<file path="src/rtl/key_pkg.sv">
// Shared definitions for the push-button front-end: per-key state encoding
// and helper functions for timer sizing.
package key_pkg;

    typedef enum logic [2:0] {
        KS_IDLE    = 3'd0,
        KS_DEB_DN  = 3'd1,
        KS_PRESSED = 3'd2,
        KS_HELD    = 3'd3,
        KS_DEB_UP  = 3'd4
    } key_state_t;

    function automatic int ms_div(input int clk_hz);
        return clk_hz / 1000;
    endfunction

    function automatic int max3(input int a, input int b, input int c);
        int m;
        m = (a > b) ? a : b;
        return (m > c) ? m : c;
    endfunction

    // Bit width able to hold 0..n-1, never less than one bit.
    function automatic int width_for(input int n);
        return (n > 1) ? $clog2(n) : 1;
    endfunction

endpackage

</file>
<file path="src/rtl/key_fsm.sv">
// One push-button: two-flop synchroniser, debounce / long-press / repeat FSM
// and its registered one-cycle pulse outputs.
//
// state      | meaning
// -----------+-------------------------------------------------------------
// KS_IDLE    | released, waiting for the synchronised level to go low
// KS_DEB_DN  | low seen, waiting DEBOUNCE_MS of stable low to accept press
// KS_PRESSED | press accepted, timing LONG_MS towards key_long
// KS_HELD    | long press reached, key_repeat every REPEAT_MS
// KS_DEB_UP  | high seen, waiting DEBOUNCE_MS of stable high; returns to ret
module key_fsm
    import key_pkg::*;
#(
    parameter int DEBOUNCE_MS = 20,
    parameter int LONG_MS     = 1000,
    parameter int REPEAT_MS   = 200
) (
    input  logic CLK_50,
    input  logic nCR,
    input  logic ms_tick,
    input  logic key_raw,
    output logic key_level,
    output logic key_press,
    output logic key_release,
    output logic key_long,
    output logic key_repeat
);

    localparam int CW = width_for(max3(DEBOUNCE_MS, LONG_MS, REPEAT_MS) + 1);

    // Terminal counts are one below the target: the tick that would make
    // cnt equal the target is the one that triggers the transition.
    localparam logic [CW-1:0] DEB_TC  = CW'(DEBOUNCE_MS - 1);
    localparam logic [CW-1:0] LONG_TC = CW'(LONG_MS - 1);
    localparam logic [CW-1:0] REP_TC  = CW'(REPEAT_MS - 1);
    localparam logic [CW-1:0] CNT_MAX = '1;

    logic [1:0]     sync;
    logic           s;
    key_state_t     state, state_nx;
    key_state_t     ret, ret_nx;
    logic [CW-1:0]  cnt, cnt_nx;
    logic           level_nx, press_nx, release_nx, long_nx, repeat_nx;

    assign s = sync[1];

    always_ff @(posedge CLK_50 or negedge nCR) begin
        if (!nCR) begin
            sync        <= 2'b11;
            state       <= KS_IDLE;
            ret         <= KS_PRESSED;
            cnt         <= '0;
            key_level   <= 1'b0;
            key_press   <= 1'b0;
            key_release <= 1'b0;
            key_long    <= 1'b0;
            key_repeat  <= 1'b0;
        end else begin
            sync        <= {sync[0], key_raw};
            state       <= state_nx;
            ret         <= ret_nx;
            cnt         <= cnt_nx;
            key_level   <= level_nx;
            key_press   <= press_nx;
            key_release <= release_nx;
            key_long    <= long_nx;
            key_repeat  <= repeat_nx;
        end
    end

    always_comb begin
        state_nx   = state;
        ret_nx     = ret;
        cnt_nx     = cnt;
        press_nx   = 1'b0;
        release_nx = 1'b0;
        long_nx    = 1'b0;
        repeat_nx  = 1'b0;

        if (ms_tick && (cnt != CNT_MAX)) begin
            cnt_nx = cnt + 1'b1;
        end

        case (state)
            KS_IDLE: begin
                if (!s) begin
                    state_nx = KS_DEB_DN;
                end
            end
            KS_DEB_DN: begin
                if (s) begin
                    state_nx = KS_IDLE;
                end else if (ms_tick && (cnt >= DEB_TC)) begin
                    state_nx = KS_PRESSED;
                    press_nx = 1'b1;
                end
            end
            KS_PRESSED: begin
                if (s) begin
                    state_nx = KS_DEB_UP;
                    ret_nx   = KS_PRESSED;
                end else if (ms_tick && (cnt >= LONG_TC)) begin
                    state_nx = KS_HELD;
                    long_nx  = 1'b1;
                end
            end
            KS_HELD: begin
                if (s) begin
                    state_nx = KS_DEB_UP;
                    ret_nx   = KS_HELD;
                end else if (ms_tick && (cnt >= REP_TC)) begin
                    repeat_nx = 1'b1;
                    cnt_nx    = '0;
                end
            end
            KS_DEB_UP: begin
                if (!s) begin
                    state_nx = ret;
                end else if (ms_tick && (cnt >= DEB_TC)) begin
                    state_nx   = KS_IDLE;
                    release_nx = 1'b1;
                end
            end
            default: begin
                state_nx = KS_IDLE;
            end
        endcase

        // Every state change restarts the timer, including DEB_UP -> ret.
        if (state_nx != state) begin
            cnt_nx = '0;
        end

        level_nx = (state_nx == KS_PRESSED) || (state_nx == KS_HELD) ||
                   (state_nx == KS_DEB_UP);
    end

endmodule

</file>
<file path="src/rtl/key_input_ctrl.sv">
// Push-button front-end: shared millisecond prescaler feeding NKEYS
// independent debounce / long-press / auto-repeat channels.
module key_input_ctrl
    import key_pkg::*;
#(
    parameter int NKEYS       = 4,
    parameter int CLK_HZ      = 50000000,
    parameter int DEBOUNCE_MS = 20,
    parameter int LONG_MS     = 1000,
    parameter int REPEAT_MS   = 200
) (
    input  logic             CLK_50,
    input  logic             nCR,
    input  logic [NKEYS-1:0] key_raw,
    output logic [NKEYS-1:0] key_level,
    output logic [NKEYS-1:0] key_press,
    output logic [NKEYS-1:0] key_release,
    output logic [NKEYS-1:0] key_long,
    output logic [NKEYS-1:0] key_repeat
);

    localparam int             DIV     = ms_div(CLK_HZ);
    localparam int             PW      = width_for(DIV);
    localparam logic [PW-1:0]  PRE_TOP = PW'(DIV - 1);

    logic [PW-1:0] presc;
    logic          ms_tick;

    assign ms_tick = (presc == PRE_TOP);

    always_ff @(posedge CLK_50 or negedge nCR) begin
        if (!nCR) begin
            presc <= '0;
        end else if (ms_tick) begin
            presc <= '0;
        end else begin
            presc <= presc + 1'b1;
        end
    end

    for (genvar k = 0; k < NKEYS; k++) begin : g_key
        key_fsm #(
            .DEBOUNCE_MS (DEBOUNCE_MS),
            .LONG_MS     (LONG_MS),
            .REPEAT_MS   (REPEAT_MS)
        ) u_key (
            .CLK_50      (CLK_50),
            .nCR         (nCR),
            .ms_tick     (ms_tick),
            .key_raw     (key_raw[k]),
            .key_level   (key_level[k]),
            .key_press   (key_press[k]),
            .key_release (key_release[k]),
            .key_long    (key_long[k]),
            .key_repeat  (key_repeat[k])
        );
    end

endmodule

</file>
<file path="config.mk">
export PLATFORM = sky130hd
export DESIGN_NAME = key_input_ctrl
export DESIGN_NICKNAME = d
export VERILOG_FILES = /design/src/rtl/key_pkg.sv /design/src/rtl/key_fsm.sv /design/src/rtl/key_input_ctrl.sv
export SDC_FILE = /design/constraint.sdc
export NUM_CORES = 1
export LEC_CHECK = 0
export ABC_AREA = 1
export BUFFER_PORTS_ARGS = -buffer_cell sky130_fd_sc_hd__buf_4
export CAP_MARGIN = 20
export CORE_ASPECT_RATIO = 1.75
export CORE_UTILIZATION = 25
export CTS_CLUSTER_SIZE = 25
export DETAILED_ROUTE_END_ITERATION = 12
export GPL_TIMING_DRIVEN = 0
export PLACE_DENSITY = 0.36
export REMOVE_ABC_BUFFERS = 1
export SETUP_SLACK_MARGIN = 0.1
export SLEW_MARGIN = 20
export SYNTH_ARGS = -nofsm -noshare
export SYNTH_HDL_FRONTEND = slang
export SYNTH_SLANG_ARGS = --single-unit
export TNS_END_PERCENT = 100
</file>
<file path="constraint.sdc">
create_clock -name CLK_50 -period 2 [get_ports CLK_50]
set_input_delay 0.1 -clock CLK_50 [delete_from_list [all_inputs] [get_ports CLK_50]]
set_output_delay 0.1 -clock CLK_50 [all_outputs]
set_load 0.05 [all_outputs]
</file>
==> flow_metrics.py <==
metrics = {
    "cells_and_area": {
        "final_common_cell": "nand2_1",
        "multi_input_area_um2": 2970,
        "nFillCells": 2409,
        "drive_gt1_frac": 0.224,
        "final_cell_count_no_fill": 1125,
        "layout_common_cells": "nand2_1 (134), inv_1 (118), nor2_1 (106), dfrtp_1 (88), nand3_1 (58)",
        "register_area_um2": 2520,
        "finalNetCount": 831,
        "area_growth_pct": 23.4,
        "n_antenna_cell": 0,
    },
    "floorplan": {
        "die_w_um": 117,
        "fp-row-count": 73,
        "die_area_um2": 23900,
        "die_h_um": 204,
        "core_region_area_um2": 22700,
        "start_util": 0.256,
        "boundaryPins": 26,
    },
    "place": {
        "routabilityCongestion": 0.750,
        "dp.cells": 1072,
        "hpwl_mm": 10.6,
        "port_buffers": 25,
    },
    "logic_synthesis": {
        "synth-async-reset-ratio": 1.00,
        "synth_cell_types": 42,
        "synth.avg_cell_area_um2": 7.54,
        "synthesis.area_um2": 5820,
        "synth_cells": 772,
        "synth_top_flop_cell": "dfrtp_1",
        "yosys_register_bits": 100,
        "synth_top_area_frac": 0.396,
        "yosysTopAreaCell": "dfrtp_1",
        "synthTopCellsByArea": "dfrtp_1 (40%), nand2_1 (9.4%), nor2_1 (8.4%)",
        "yosysWarnings": 0,
        "ys_seq_area_frac": 0.432,
        "synth-edff-count": 0,
    },
    "routing": {
        "finalWirelength_mm": 15.5,
        "antenna_left": 0,
        "wire_per_inst_um": 13.8,
        "drc": 0,
        "drt_pass1_iterations": 4,
        "drt_first_iter_violations": 263,
        "via_per_inst": 4.51,
        "dr_total_vias": 5069,
    },
    "grt": {
        "grt_max_degree": 101,
        "overflow": 0,
        "antenna_found_initial": 0,
        "grt_usage": 0.135,
        "grt_pass1_wl_mm": 25.3,
        "grt_pass1_vias": 5216,
    },
    "timing": {
        "fin_crit_ps": 1900,
        "setup_violations": 0,
        "slew_viol_final": 0,
        "setup_tns_ps": 0,
        "fin_worst_skew_ps": 12.1,
        "fmax_ghz": 0.527,
        "rsz0062_at_grt": "yes",
        "relSlewSlack": 0.353,
        "hold_viol": 0,
        "fin_crit_sh": 0.948,
        "max_slew.worst_pin.slew_ps": 970,
    },
    "worst_setup_path": {
        "worstPathRequired_ps": 2300,
        "end_kind": "register",
        "worstPathArrival_ps": 2190,
        "cp_max_fo": 5,
        "cp-start-kind": "register",
        "critPathKind": "register to register",
    },
    "clocking": {
        "clock_sinks": 100,
        "htree_levels": 3,
        "clock_tree.root_cell": "clkbuf_16",
        "clock_path_buffers": 2,
        "cts_buffers": 9,
        "insertion_delay_ps": 360,
        "path_clk_slew_ps": 80,
        "cts_tree": "done",
    },
    "pwr": {
        "netSwitchingFraction": 0.246,
        "leakage_nw": 3.54,
        "internal-power_mw": 3.24,
        "seqPwrFrac": 0.484,
        "clock_power_share": 0.443,
        "p_per_area_nw_per_um2": 598,
        "p_switching_mw": 1.05,
        "p_comb_frac": 0.072,
        "ir_drop_v": 0.000374,
    },
    "min_path": {
        "holdCritPathClass": "register to register",
    },
    "outcome": {
        "outcome": "finished clean",
    },
    "flow_run": {
        "max_cap_violations": 0,
    },
}
worst max-delay path: stages, from the launching register on:
cell     delay [ps]
dfrtp_1         390
ha_4            160
nand3_4         100
nor3_4          160
nand2_4         110
buf_12          160
buf_8           120
nor2_4          210
nand2_2         100
o21ai_2         140
nand3_2          80
nor2_2           90
power by group through the flow:
| stage | logic, mW | registers [mW] | clock network (mW) |
|---|---|---|---|
| 6_report | 0.310 | 2.08 | 1.90 |
| 5_1_grt | 0.343 | 2.08 | 2.07 |
| 4_1_cts | 0.308 | 2.08 | 2.01 |
| 3_5_place_dp | 0.248 | 2.12 | 0 |
| 3_3_place_gp | 0.244 | 2.12 | 0 |
| 2_1_floorplan | 0.144 | 2.11 | 0 |
layer usage:
layer | up-vias | part of all wire | global-route usage
met5 | - | 0 | 0
met4 | 0 | 0.032 | 0.0733
met3 | 28 | 0.025 | 0.0254
met2 | 77 | 0.54 | 0.254
met1 | 2394 | 0.40 | 0.140
li1 | 2570 | - | -
timing repair:
action                     CTS  global route
gates resized for setup     48            47
pin swaps                   24            14
setup endpoints to repair   49            47
buffers inserted            22             7
gates cloned                 2             1
hold endpoints to repair    96             0
hold buffers                 5             0
cell type report:
class                      instances  share of cell area
multi-input combinational        524               0.414
sequential                       100               0.351
timing repair buffer              59              0.0713
inverter                         126              0.0671
tap                              300              0.0523
clock buffer                      10              0.0319
clock inverter                     6              0.0124
cell usage after synthesis (all sizes together) (10+ instances only):
cell type and count:
nand4 25, inv 126, buf 24, nand2 159
nand3 74, o31ai 14, a21oi 14, o21ai 29
xor2 10, nor3 22, nor2 137, dfrtp 92
through the flow:
step	power [mW]	util	area (µm²)	worst slack (ps)	hold slack (ps)
after floorplan	2.25	-	5630	44.4	-196
after global placement	2.36	0.272	6190	-904	208
after detailed placement	2.36	0.273	6200	-919	209
after CTS	4.39	0.306	6960	54.9	358
after global routing	4.49	0.316	7180	-6.79	361
final	4.29	0.316	7180	104	357
flip-flops by register name, summed over array words and instances, names as in the netlist:
signal,count
g_key.u_key.cnt,40
g_key.u_key.key_level,4
g_key.u_key.key_long,4
g_key.u_key.key_press,4
g_key.u_key.key_release,4
g_key.u_key.key_repeat,4
g_key.u_key.ret,4
g_key.u_key.state,12
g_key.u_key.sync,8
presc,16
worst paths after layout:
| path | slack (ps) | to | cells after the start | startpoint |
|---|---|---|---|---|
| setup / recovery | 100 | g_key[1].u_key.cnt[8] | 11 | presc[0] |
| hold / removal | 360 | g_key[2].u_key.sync[1] | 0 | g_key[2].u_key.sync[0] |
| setup reg to reg | 100 | g_key[1].u_key.cnt[8] | 11 | presc[0] |
| hold reg to reg | 360 | g_key[2].u_key.sync[1] | 0 | g_key[2].u_key.sync[0] |
| max in group asynchronous | 850 | presc[8] | 2 | nCR |
| min in group asynchronous | 400 | g_key[1].u_key.cnt[2] | 2 | nCR |
logic make-up (layout without fill, tap and decap cells):
| kind of cell | count (synthesis) | after routing | share of synthesized area |
|---|---|---|---|
| adder cells (fa/ha/maj) | 5 | 5 | 0.0108 |
| AO/OA/AOI/OAI | 78 | 78 | 0.0830 |
| flip-flops | 100 | 100 | 0.432 |
| AND/OR/NAND/NOR | 427 | 430 | 0.345 |
| XOR/XNOR | 11 | 11 | 0.0166 |
| buffers and inverters | 151 | 201 | 0.113 |
No activity file was read; power rests on OpenSTA's default activity.
